File: config.mk
export PLATFORM = sky130hd
export DESIGN_NAME = inst_fetch_flat
export DESIGN_NICKNAME = d
export VERILOG_FILES = /design/src/rtl/ifu_pkg.sv /design/src/rtl/ifu_if.sv /design/src/rtl/ifu_hit_buf.sv /design/src/rtl/inst_fetch.sv /design/src/flat_wrapper.sv
export SDC_FILE = /design/constraint.sdc
export NUM_CORES = 1
export LEC_CHECK = 0
export CAP_MARGIN = 20
export CORE_UTILIZATION = 32
export CTS_BUF_LIST = sky130_fd_sc_hd__clkbuf_8
export DETAILED_ROUTE_END_ITERATION = 8
export PLACE_DENSITY = 0.71
export SYNTH_ARGS = -nofsm -noshare
export SYNTH_HDL_FRONTEND = slang
export SYNTH_SLANG_ARGS = --single-unit
File: constraint.sdc
create_clock -name clk -period 1.75 [get_ports clk]
set_clock_uncertainty 0.2 [all_clocks]
set_input_delay 0.35 -clock clk [delete_from_list [all_inputs] [get_ports clk]]
set_output_delay 0.35 -clock clk [all_outputs]
set_load 0.03 [all_outputs]
File: src/rtl/ifu_pkg.sv
// Shared types and constants for the instruction fetch unit.
package ifu_pkg;

  localparam int unsigned IFU_ADDR_W = 32;
  localparam int unsigned INSN_W     = 32;

  // addi x0, x0, 0: returned on faults and held in cmd after reset
  localparam logic [INSN_W-1:0] NOP_INSN = 32'h0000_0013;

  typedef enum logic [1:0] {
    ST_IDLE = 2'd0,
    ST_REQ  = 2'd1,
    ST_WAIT = 2'd2,
    ST_DROP = 2'd3
  } ifu_state_e;

  // RV32 instructions are word aligned; any low PC bit set is a fault
  function automatic logic pc_misaligned(input logic [1:0] pc_lsb);
    return pc_lsb != 2'b00;
  endfunction

endpackage

File: src/rtl/ifu_if.sv
// Instruction memory request/grant/response port.
interface ifu_if
  import ifu_pkg::*;
#(
  parameter int unsigned ADDR_W = IFU_ADDR_W
) ();

  logic              mem_req_o;
  logic [ADDR_W-1:0] addr_o;
  logic              mem_gnt_i;
  logic              mem_rvalid_i;
  logic [INSN_W-1:0] mem_rdata_i;
  logic              mem_err_i;

  // fetch unit side
  modport master (
    output mem_req_o,
    output addr_o,
    input  mem_gnt_i,
    input  mem_rvalid_i,
    input  mem_rdata_i,
    input  mem_err_i
  );

  // memory side
  modport slave (
    input  mem_req_o,
    input  addr_o,
    output mem_gnt_i,
    output mem_rvalid_i,
    output mem_rdata_i,
    output mem_err_i
  );

endinterface

File: src/rtl/ifu_hit_buf.sv
// Single-entry buffer holding the last successful, non-faulting fetch.
module ifu_hit_buf
  import ifu_pkg::*;
#(
  parameter int unsigned       ADDR_W    = IFU_ADDR_W,
  parameter logic [ADDR_W-1:0] RESET_TAG = ADDR_W'(32'h8000_0000)
) (
  input  logic              clk,
  input  logic              rst,
  input  logic              clr_i,
  input  logic              wr_i,
  input  logic [ADDR_W-1:0] tag_i,
  input  logic [INSN_W-1:0] data_i,
  input  logic [ADDR_W-1:0] pc_i,
  output logic              hit_c_o,
  output logic [INSN_W-1:0] data_o
);

  logic              valid_q;
  logic [ADDR_W-1:0] tag_q;
  logic [INSN_W-1:0] data_q;

  // Entry update: clear wins over write so a fault always invalidates
  always_ff @(posedge clk) begin
    if (rst) begin
      valid_q <= 1'b0;
      tag_q   <= RESET_TAG;
      data_q  <= NOP_INSN;
    end else if (clr_i) begin
      valid_q <= 1'b0;
    end else if (wr_i) begin
      valid_q <= 1'b1;
      tag_q   <= tag_i;
      data_q  <= data_i;
    end
  end

  assign hit_c_o = valid_q && (pc_i == tag_q);
  assign data_o  = data_q;

endmodule

File: src/rtl/inst_fetch.sv
// Instruction fetch unit: one outstanding request/grant/response fetch
// with kill support. Optional last-hit buffer under IFU_LAST_HIT_EN.
module inst_fetch
  import ifu_pkg::*;
#(
  parameter int unsigned       ADDR_W   = IFU_ADDR_W,
  parameter logic [ADDR_W-1:0] RESET_PC = ADDR_W'(32'h8000_0000)
) (
  input  logic              clk,
  input  logic              rst,
  input  logic              fetch_req_i,
  input  logic [ADDR_W-1:0] pc_i,
  input  logic              fetch_kill_i,
  output logic [INSN_W-1:0] cmd_o,
  output logic              cmd_valid_o,
  output logic              fault_o,
  output logic              busy_o,
  ifu_if.master             mem
);

  ifu_state_e        state_q;
  logic              mem_req_q;
  logic [ADDR_W-1:0] addr_q;
  logic [INSN_W-1:0] cmd_q;
  logic              cmd_valid_q;
  logic              fault_q;

  logic              start_c;
  logic              misalign_c;
  logic              hit_c;
  logic [INSN_W-1:0] hit_data;

  assign start_c    = (state_q == ST_IDLE) && fetch_req_i && !fetch_kill_i;
  assign misalign_c = pc_misaligned(pc_i[1:0]);

`ifdef IFU_LAST_HIT_EN
  logic hb_clr_c;
  logic hb_wr_c;
  logic rsp_ok_c;

  // Buffer maintenance: refill on a clean response, invalidate on any fault
  assign rsp_ok_c = (state_q == ST_WAIT) && mem.mem_rvalid_i && !fetch_kill_i;
  assign hb_wr_c  = rsp_ok_c && !mem.mem_err_i;
  assign hb_clr_c = (start_c && misalign_c) || (rsp_ok_c && mem.mem_err_i);

  ifu_hit_buf #(
    .ADDR_W    (ADDR_W),
    .RESET_TAG (RESET_PC)
  ) u_hit_buf (
    .clk     (clk),
    .rst     (rst),
    .clr_i   (hb_clr_c),
    .wr_i    (hb_wr_c),
    .tag_i   (addr_q),
    .data_i  (mem.mem_rdata_i),
    .pc_i    (pc_i),
    .hit_c_o (hit_c),
    .data_o  (hit_data)
  );
`else
  assign hit_c    = 1'b0;
  assign hit_data = NOP_INSN;
`endif

  // Fetch FSM with registered outputs; strobes default low every cycle
  always_ff @(posedge clk) begin
    if (rst) begin
      state_q     <= ST_IDLE;
      mem_req_q   <= 1'b0;
      addr_q      <= RESET_PC;
      cmd_q       <= NOP_INSN;
      cmd_valid_q <= 1'b0;
      fault_q     <= 1'b0;
    end else begin
      cmd_valid_q <= 1'b0;
      fault_q     <= 1'b0;
      case (state_q)
        ST_IDLE: begin
          if (start_c) begin
            addr_q <= pc_i;
            if (misalign_c) begin
              cmd_q       <= NOP_INSN;
              cmd_valid_q <= 1'b1;
              fault_q     <= 1'b1;
            end else if (hit_c) begin
              cmd_q       <= hit_data;
              cmd_valid_q <= 1'b1;
            end else begin
              state_q   <= ST_REQ;
              mem_req_q <= 1'b1;
            end
          end
        end
        ST_REQ: begin
          // a kill without grant is the only legal request withdrawal
          if (mem.mem_gnt_i) begin
            mem_req_q <= 1'b0;
            state_q   <= fetch_kill_i ? ST_DROP : ST_WAIT;
          end else if (fetch_kill_i) begin
            mem_req_q <= 1'b0;
            state_q   <= ST_IDLE;
          end
        end
        ST_WAIT: begin
          if (fetch_kill_i) begin
            // a response arriving with the kill is consumed here
            state_q <= mem.mem_rvalid_i ? ST_IDLE : ST_DROP;
          end else if (mem.mem_rvalid_i) begin
            cmd_q       <= mem.mem_err_i ? NOP_INSN : mem.mem_rdata_i;
            cmd_valid_q <= 1'b1;
            fault_q     <= mem.mem_err_i;
            state_q     <= ST_IDLE;
          end
        end
        ST_DROP: begin
          if (mem.mem_rvalid_i) begin
            state_q <= ST_IDLE;
          end
        end
        default: state_q <= ST_IDLE;
      endcase
    end
  end

  assign busy_o        = (state_q != ST_IDLE);
  assign cmd_o         = cmd_q;
  assign cmd_valid_o   = cmd_valid_q;
  assign fault_o       = fault_q;
  assign mem.mem_req_o = mem_req_q;
  assign mem.addr_o    = addr_q;

endmodule

File: src/flat_wrapper.sv
// flat-port wrapper written by rule: the top's interface ports become plain ports
module inst_fetch_flat import ifu_pkg::*;
#(
  parameter int unsigned       ADDR_W   = IFU_ADDR_W,
  parameter logic [ADDR_W-1:0] RESET_PC = ADDR_W'(32'h8000_0000)
)
  (clk, rst, fetch_req_i, pc_i, fetch_kill_i, cmd_o, cmd_valid_o, fault_o, busy_o, mem_mem_req_o, mem_addr_o, mem_mem_gnt_i, mem_mem_rvalid_i, mem_mem_rdata_i, mem_mem_err_i);
  ifu_if #(.ADDR_W(ADDR_W)) mem_i ();
  input  logic clk;
  input  logic rst;
  input  logic fetch_req_i;
  input  logic [ADDR_W-1:0] pc_i;
  input  logic fetch_kill_i;
  output logic [INSN_W-1:0] cmd_o;
  output logic cmd_valid_o;
  output logic fault_o;
  output logic busy_o;
  output wire logic [$bits(mem_i.mem_req_o)-1:0] mem_mem_req_o;
  output wire logic [$bits(mem_i.addr_o)-1:0] mem_addr_o;
  input wire logic [$bits(mem_i.mem_gnt_i)-1:0] mem_mem_gnt_i;
  input wire logic [$bits(mem_i.mem_rvalid_i)-1:0] mem_mem_rvalid_i;
  input wire logic [$bits(mem_i.mem_rdata_i)-1:0] mem_mem_rdata_i;
  input wire logic [$bits(mem_i.mem_err_i)-1:0] mem_mem_err_i;
  assign mem_mem_req_o = mem_i.mem_req_o;
  assign mem_addr_o = mem_i.addr_o;
  assign mem_i.mem_gnt_i = mem_mem_gnt_i;
  assign mem_i.mem_rvalid_i = mem_mem_rvalid_i;
  assign mem_i.mem_rdata_i = mem_mem_rdata_i;
  assign mem_i.mem_err_i = mem_mem_err_i;
  inst_fetch #(.ADDR_W(ADDR_W), .RESET_PC(RESET_PC)) u_core (.clk(clk), .rst(rst), .fetch_req_i(fetch_req_i), .pc_i(pc_i), .fetch_kill_i(fetch_kill_i), .cmd_o(cmd_o), .cmd_valid_o(cmd_valid_o), .fault_o(fault_o), .busy_o(busy_o), .mem(mem_i));
endmodule
## After elaboration in Yosys (flattened, before gate mapping)

Index checks and enable logic that the tools add are counted.

| cells by class | value |
|---|---|
| reductions and logical operators | 12 |
| eq/ne operators | 9 |
| mux-type cells | 28 |

Operators by type and width:

| cell | count |
|---|---|
| 2-to-1 mux 32 bit | 5 |
| one-hot mux 32 bit (2 select lines) | 1 |
| 2-to-1 mux 2 bit | 7 |
| 2-to-1 mux 1 bit | 11 |
| one-hot mux 2 bit (4 select lines) | 1 |
| nonzero test 2 bit | 4 |
| inequality test 2 bit, second input constant | 3 |
| one-hot mux 1 bit (2 select lines) | 3 |
| AND reduction 5 bit | 1 |
| == test 2 bit, second input constant | 2 |
| inequality test 2 x 1 -> 1 bit, second input constant | 2 |
| AND reduction 4 bit | 1 |
| inequality test 3 bit, second input constant | 1 |
| AND reduction 3 bit | 1 |
| == test 2 x 1 -> 1 bit, second input constant | 1 |
| logical AND 1 bit | 2 |
| logical NOT 2 bit | 1 |
| AND reduction 2 bit | 1 |
| logical NOT 1 bit | 1 |

| storage, ports and cells | value |
|---|---|
| input bits | 71 |
| bits in registers | 69 |

## Longest topological paths before layout

Gate-level depths: netlist (run 1).

| depth | value |
|---|---|
| depth in word-level cells | 5 |
| gate-level depth with buffers | 6 |

## Worst setup path after synthesis (run 1)

No wires, ideal clock.

| timing path | value |
|---|---|
| kind | in2reg |
| start | input rst |
| end | register u_core.cmd_q[10], in the netlist u_core.cmd_o[10] |
| setup slack | 0.026 ns |
| stages on the path | 6 |
| data required time | 1.490 ns |
| data arrival time | 1.464 ns |
| path buffers | 3 |
| library setup time | 0.060 ns |
| cell sequence | buf_2 -> or3_1 -> nor3_2 -> buf_4 -> buf_2 -> a22o_1 |

RTL lines:

| what | RTL line | text |
|---|---|---|
| start: declaration | flat_wrapper.sv:10 | `input logic rst;` |
| end signal: assignment | inst_fetch.sv:86 | `cmd_q <= hit_data;` |
| end signal: assignment | inst_fetch.sv:109 | `cmd_q <= mem.mem_err_i ? NOP_INSN : mem.mem_rdata_i;` |
| end: declaration | inst_fetch.sv:24 | `logic [INSN_W-1:0] cmd_q;` |

## Final worst setup path (run 1)

| timing path | value |
|---|---|
| start | input mem_mem_rvalid_i |
| end | register u_core.cmd_q[22], in the netlist u_core.cmd_o[22] |

| on the way | value |
|---|---|
| cells in the longest elaborated chain, start to end | 2 |

RTL lines:

| what | RTL line | text |
|---|---|---|
| start: declaration | flat_wrapper.sv:21 | `input wire logic [$bits(mem_i.mem_rvalid_i)-1:0] mem_mem_rvalid_i;` |
| inequality test 2 bit (no source line) | n/a |  |
| AND reduction 5 bit (no source line) | n/a |  |

Every way passes these cells.
A chain may end at the register's enable or synchronous reset.

==> results of run 1 <==
-- path summary, 6_finish.rpt --
path | startpoint | to | slack [ns] | cells past startpoint
worst max-delay path | mem_mem_rvalid_i | u_core.cmd_o[22] | 0.05 | 6
worst min-delay path | u_core.cmd_o[1] | u_core.cmd_o[1] | 0.25 | 2
worst max register to register | u_core.state_q[0] | u_core.cmd_o[0] | 0.13 | 3
worst min register to register | u_core.cmd_o[1] | u_core.cmd_o[1] | 0.25 | 2
-- worst register-to-register path, stage by stage, from the launching register on --
cell and delay [ns]:
dfxtp_2 0.36, or3_4 0.43, or3_1 0.37, a2bb2oi_1 0.16
-- logic make-up (layout without fill, tap and decap cells) --
family / count (synthesis) / in the layout / synth area share
AO/OA/AOI/OAI: 72 / 72 / 0.211
flip-flops: 69 / 69 / 0.590
XOR/XNOR: 1 / 1 / 0.00374
AND/OR/NAND/NOR: 82 / 82 / 0.158
buffers and inverters: 20 / 174 / 0.0364
-- registers in the layout, summed over array words and instances, names as in the netlist --
register,count
u_core.fault_o,1
u_core.cmd_o,32
u_core.cmd_valid_o,1
u_core.mem.addr_o,32
u_core.state_q,2
u_core.mem.mem_req_o,1
-- routing by layer --
metal / track usage / wire (µm) / vias up
li1: - / - / 1138
met1: 0.214 / 2900 / 1010
met2: 0.268 / 2850 / 83
met3: 0.0758 / 574 / 7
met4: 0.0537 / 92 / 0
met5: 0 / 0 / -
-- layout make-up --
| type | instances | area, µm² | area share |
|---|---|---|---|
| clock buffers | 9 | 124 | 0.0302 |
| repair buffers | 155 | 1470 | 0.358 |
| multi-input cells | 155 | 892 | 0.217 |
| inverters | 3 | 11.3 | 0.00274 |
| clock inverters | 7 | 98.8 | 0.0241 |
| well taps | 96 | 120 | 0.0293 |
| flip-flops and latches | 69 | 1390 | 0.338 |
-- power by group --
part           leakage [nW]  switching (mW)  total, mW  internal [mW]
Clock                 0.110           0.617       1.43          0.809
Sequential            0.561          0.0184       1.63           1.61
Combinational          1.20           0.217      0.457          0.240
Total                  1.87           0.853       3.51           2.66
-- synth_stat cells, drive strengths merged --
cell type	number	area, µm²
dfxtp	69	1380
nand2	67	251
a21oi	35	175
a22o	29	254
clkbuf	10	37.5
buf	7	36.3
a2bb2oi	3	26.3
inv	3	11.3
a211oi	2	20.0
nand3b	2	15.0
nor2	2	7.51
nor2b	2	12.5
nor3	2	15.0
or2	2	12.5
or3	2	12.5
a31oi	1	6.26
nor4b	1	23.8
nor4bb	1	10.0
o21a	1	7.51
o21ai	1	5.00
or4b	1	10.0
xnor2	1	8.76
-- stage by stage --
stage / power [mW] / setup slack [ns] / instance area, µm²
final: 3.51 / 0.0482 / 4100
after global routing: 3.66 / 0.00174 / 4100
after global placement: 2.14 / -0.427 / 3940
after CTS: 3.55 / 0.00162 / 4080
after detailed placement: 2.15 / -0.471 / 3940
after floorplan: 1.85 / 0.0262 / 2340
-- timing repair --
action / in CTS / in global routing
buffers inserted: 0 / 1
setup endpoints to repair: 101 / 37
gates resized for setup: 70 / 5
pin swaps: 0 / 1
==> results.md, run 1 <==
STA:
- The worst hold slack after final layout is 0.251 ns.
- Setup violations remaining at the end of the flow were counted as 0.
- The final clock period utilization by the worst path is 0.972.
- Setup total negative slack on the finished layout was measured at 0 ns.
- The remaining max-slew budget at the tightest pin is 0.727.
- At the pin with the least slew margin, the transition time is 0.409 ns.
- The final hold violation count is 0.
- Based on the critical path, the design can be clocked at up to 0.588 GHz.
- The shortest period the worst path allows is 1.70 ns.
- Setup repair after global routing left no endpoint under its margin.
- The number of pins exceeding their max-slew limit in the final report was 0.

Synthesis:
- The sequential fraction of the synthesis area is 0.590.
- The synthesized netlist net count is 315.
- The post-synth design cell area is 2340 µm².
- The count of different cell masters after synthesis is 26.
- Synthesis handed over a netlist of 244 instances.
- The synthesized design contains 69 register bits.
- The average instance area after synthesis is 9.59 µm².
- For this run, the number of Yosys warnings is 0.

Clock network:
- Counting the buffers created by CTS gives 9.
- The clock drives 69 sinks.
- The H-tree depth is 3.
- After clock tree synthesis, the flow added hold-fix buffers numbering 0.
- The clock tree from TritonCTS is yes.
- At the later pin of the worst-skew pair, clock insertion delay measures 0.33 ns.
- After clock tree synthesis, the clock-pin slew on the worst setup and hold paths is 0.07 ns.
- The cell sitting at the root of the clock tree is a clkbuf_8.
- The clock passes through at most 2 buffers.

Layout:
- The fraction of final layout cells with drive strength greater than 1 is 0.106.
- The fill cell total of the finished layout is 629.
- Measured on the finished design, the core utilization comes to 0.591.
- In the layout the commonest cells are clkdlybuf4s50_1 (69), dlygate4sd2_1 (68), nand2_1 (67), dfxtp_1 (67), a21oi_1 (35).
- The leading cell type in the layout, fill and taps excluded is clkdlybuf4s50_1.
- The post-layout instance count excluding filler cells is 494.
- The antenna diode instance count is 0.
- The net count reported at finish is 464.
- Compared with the post-synthesis result, the final layout area differs by 75.3%.

Min path:
- The path class of the tightest hold or removal check is reg -> reg.

Route:
- The routed design has 6420 µm of wire.
- The first detailed-routing pass ran for 4 iterations.
- Using the TritonRoute via totals, the vias-per-cell ratio works out to 4.53.
- For this run, design rule violations remaining after detail routing come to 0.
- The remaining antenna violation count after routing is 0.
- In the final routed layout, each cell accounts on average for 13.0 µm.
- The routed layout has 2,238 vias.
- The starting DRC count in detailed routing is 96.

Power and ir drop:
- VDD sags by at most 442 µV.
- The leakage power of the design is 1.87 nW.
- The ratio of total power to cell area is 855 nW/µm².

Global routing:
- The number of antenna violations at the first check in global routing is 0.
- The via count of the first global-routing pass is 2,159.
- The global-route wire length before repair is 10,100 µm.
- Entering global routing, the biggest net connects 37 pins.
- For this run, the total global-route usage over all layers was measured as 0.172.
- The global route total overflow is 0.

Floorplanning:
- The full die area is 7660 µm².
- In this run the standard cell core region covers 6940 µm².
- The die span in y is 87.5 µm.
- In this run the count of I/O pins placed on the die edge is 139.
- The standard-cell row count is 30.
- The starting density of the core is 0.337.
- The die is 87.5 µm wide.

Setup path:
- The critical path data arrival time is 1.73 ns.
- The critical path goes through clkdlybuf4s50_1, nor4bb_1, buf_4, a211oi_4, buf_6, a22o_1.
- STA classifies the critical path startpoint as a primary input.
- The kind of capture point of the worst setup path is a flip-flop.
- The largest stage delay on the critical path is 0.47 ns.
- The standard cell with the maximum stage delay on the critical path is clkdlybuf4s50_1.
- Grouping stages by cell kind, the critical path spends the most delay in buffers and inverters.
- STA puts the critical path data required time at 1.77 ns.
- The class of the most critical setup path is in -> reg.
- The number of buffer and inverter instances along the worst setup path is 3.
- The largest fanout on the critical path is 18.

Flow run:
- Across the run, the number of max-cap violations was 0.

Place:
- The number of cells in the design after placement is 477.
- Routability-driven placement finished with a final weighted congestion of 0.733.
- The half-perimeter wire length of the detailed placement result is 4630 µm.
- The number of I/O port buffers is 138.

Outcome:
- The flow ran to the end, and the final reports show no timing, DRC or antenna violations.
No activity file was read; power rests on OpenSTA's default activity.
==> inputs of run 2 (changes only) <==
PLACE_DENSITY = 0.65   (was 0.71)
SKIP_LAST_GASP = 1   (was unset)
SYNTH_HIERARCHICAL = 1   (was unset)
==> run 2 against run 1 <==
  * Routed wire length up 38%
  * Register-to-register slack is essentially flat
  * Worst setup slack got worse by 0.0034 ns
  * Largest power group unchanged
==> results.md, run 2 <==
Global routing:
- The number of antenna violations at the first check in global routing is 0.
- The global route total overflow is 0.
- The via count of the first global-routing pass is 3,029.
- Entering global routing, the biggest net connects 34 pins.
- The global-route wire length before repair is 14,300 µm.
- Across every metal layer, demand over resource in global routing totals 0.181.

Setup path:
- The setup check on the worst reg-to-reg path leaves a slack of 0.12 ns.
- Of all nets on the critical path, the largest fanout is 8.
- The terminus of the critical flop-to-flop path is u_core/mem.addr_o[6].
- The nature of the critical path startpoint is a flip-flop.
- Data arrives at the worst endpoint at 1.16 ns.
- The cell count of the worst reg-to-reg path is 6.
- The kind of capture point of the worst setup path is an output pin.
- The setup path with the least slack is of type reg -> out.
- The startpoint identified for the worst register-to-register timing path is u_core/state_q[1].
- At the worst endpoint, the required time is 1.20 ns.

Synthesis:
- Counting instances in the post-synthesis netlist gives the leading cell types as nand2_1 (99), dfxtp_1 (69), nand3_1 (58).
- Among all flip-flop cells after synthesis, the most frequent one is dfxtp_1.
- dfxtp_1 takes more of the synthesized area than any other cell.
- The cell area that synthesis handed to floorplanning was 3040 µm².
- Of the synthesized area, sequential elements account for 0.455.
- After synthesis, the netlist uses 27 different library cells.
- The Yosys step of the flow raised 6 warnings.
- Synthesis inferred 69 register bits.
- The synthesized design contains 0 enable-type register cells.
- Counting every net in the synthesized netlist gives 457.
- A synthesized cell averages 7.87 µm².
- Of all flip-flops after synthesis, the portion carrying an async set or reset was 0.
- The post-synthesis instance total is 386.
- The fraction of post-synthesis cell area in the top cell type by area is 0.455.
- Yosys instantiated no cell more often than nand2_1.
- By area the synthesized netlist is led by dfxtp_1 (45%), nand2_1 (12%), nand3_1 (9.6%).

Power and ir drop:
- The maximum vdd drop is 395 µV.
- The overall power of the completed layout is 3.59 mW.
- Dividing total power by cell area gives a power density of 754 nW/µm².
- The leakage power of the design is 2.07 nW.

Outcome:
- The run finished with clean final reports.

Layout:
- The leading cell type in the layout, fill and taps excluded is nand2_1.
- In the layout the commonest cells are nand2_1 (99), clkdlybuf4s50_1 (69), dfxtp_1 (68), dlygate4sd2_1 (67), nand3_1 (58).
- After routing the design area is 4760 µm².
- The post-layout instance count excluding filler cells is 637.
- For this run, the share of the core covered by cells in the final layout is 0.517.
- In the final layout, the share of cells above drive strength 1 is 0.0970.
- The number of antenna diodes in the final layout is 0.
- The final layout contains 592 nets.
- The multi-input combinational cell area is 1480 µm².
- Compared with the post-synthesis result, the final layout area differs by 56.7%.
- Counting the fill cells in the layout gives 917.
- The area occupied by registers is 1380 µm².

Floorplanning:
- The die span in y is 99.4 µm.
- The floorplan has 35 rows.
- The core region area is 9200 µm².
- The x dimension of the die is 99.4 µm.
- The number of placed I/O pins is 139.
- The initial utilization of the core area, before any placement, comes to 0.330.
- The full die area is 9880 µm².

Clock network:
- The clock passes through at most 2 buffers.
- The clock-pin slew of the registers on the worst-case setup and hold paths is 0.08 ns.
- The clock tree from TritonCTS is yes.
- Clock tree synthesis inserted a total of 9 buffers.
- Buffers inserted to repair hold after CTS numbered 0.
- The H-tree depth is 3.
- The library cell used as clock root buffer is clkbuf_8.
- The total clock sinks is 69.
- For the worst-skew pair, the clock arrives at the later sink with an insertion delay of 0.33 ns.

Min path:
- Along the worst hold path, the cell count comes to 3.
- The class of the tightest hold or removal check is in -> reg.
- The worst hold path begins at rst.
- The sink of the worst hold path is u_core/cmd_valid_o.

Place:
- The half-perimeter wire length of the detailed placement result is 6100 µm.
- Including well taps, the total number of placed cells is 619.
- In this run the cell area measured after placement is 4570 µm².
- During placement, the flow inserted port buffers numbering 138.
- The congestion estimate from routability-driven global placement came to 0.730.

STA:
- The transition at the pin with the smallest max-transition slack is 0.342 ns.
- The number of pins exceeding their max-slew limit in the final report is 0.
- Final hold analysis gives a worst-case slack of 0.165 ns.
- The final hold violation count is 0.
- Setup repair after global routing could not meet its margin everywhere.
- The highest clock rate is 0.586 GHz.
- Measured against its own limit, the worst slew margin works out to 0.771.
- The final clock period utilization by the worst path is 0.974.
- The count of final setup violators is 0.
- The shortest period the worst path allows is 1.71 ns.

Route:
- The first routing iteration left 96 violations.
- The remaining antenna violation count after routing is 0.
- The number of DRC violations after detailed routing is 0.
- The final routed wire length divided by cell count is 13.9 µm.
- The via density per instance is 4.89.
- The overall via count from detail_route is 3,115.
- The first detailed-routing pass ran for 4 iterations.
- Wires add up to 8870 µm.

Flow run:
- The number of maximum-capacitance violations is 0.
-- run 2: cell count changes after synthesis, moves of 5 or more --
cell / change
nor2_1: +6
clkbuf_1: +15
o211ai_1: +32
nand2_1: +32
a22o_1: -29
nor2b_1: +27
nand3_1: +58
buf_6: +5
-- run 2: cell type report --
class | instances | area share
Multi-Input combinational cell | 280 | 0.310
Sequential cell | 69 | 0.291
Tap cell | 111 | 0.0292
Clock inverter | 7 | 0.0210
Clock buffer | 9 | 0.0260
Timing Repair Buffer | 161 | 0.323
-- run 2: metal layers --
metal  global-route usage  vias to the layer above  wire length [µm]
li1                     -                     1577                 -
met1                0.216                     1427              4030
met2                0.313                      105              4110
met3               0.0576                        6               656
met4               0.0520                        0                74
met5                    0                        -                 0
-- run 2: report_power, final --
group          internal [mW]  switching [mW]  total [mW]  leakage (nW)
sequential              1.61          0.0176        1.63         0.560
combinational          0.249           0.270       0.519          1.41
clock                  0.807           0.637        1.44         0.102
total                   2.66           0.925        3.59          2.07
-- run 2: cells by family after synthesis --
| logic type | Yosys count | synth area share |
|---|---|---|
| buffers and inverters | 37 | 0.0618 |
| XOR/XNOR | 1 | 0.00288 |
| multiplexers | 1 | 0.00371 |
| AO/OA/AOI/OAI | 71 | 0.150 |
| flip-flops | 69 | 0.455 |
| AND/OR/NAND/NOR | 207 | 0.326 |
-- run 2: worst max-delay path by stage --
stage | from | endpoint | slack [ns] | cells past startpoint
6_report | u_core/state_q[0] | busy_o | 0.04 | 3
4_1_cts | u_core/state_q[1] | busy_o | 0.003 | 3
2_1_floorplan | fetch_kill_i | u_core/mem.addr_o[22] | 0.07 | 6
5_1_grt | fetch_req_i | u_core/mem.addr_o[24] | -0.008 | 4
3_5_place_dp | fetch_req_i | u_core/mem.addr_o[5] | -0.30 | 4
3_3_place_gp | fetch_req_i | u_core/mem.addr_o[28] | -0.27 | 4
-- run 2: metrics by stage --
step / setup WS, ns / TNS, ns
floorplan: 0.0732 / 0
global placement: -0.271 / -13.48
detailed placement: -0.299 / -14.42
CTS: 0.00251 / 0
global route: -0.00766 / -0.0174
finish: 0.0447 / 0
-- run 2: what timing repair did --
item | CTS | global route
setup endpoints to repair | 68 | 4
buffers inserted | 0 | 2
resized for setup | 72 | 0
pin swaps | 0 | 0
-- run 2: critical path, cell delays in order, from the launching register on --
cell and delay (ns):
dfxtp_1 0.32, buf_6 0.14, or2_4 0.23, buf_6 0.14
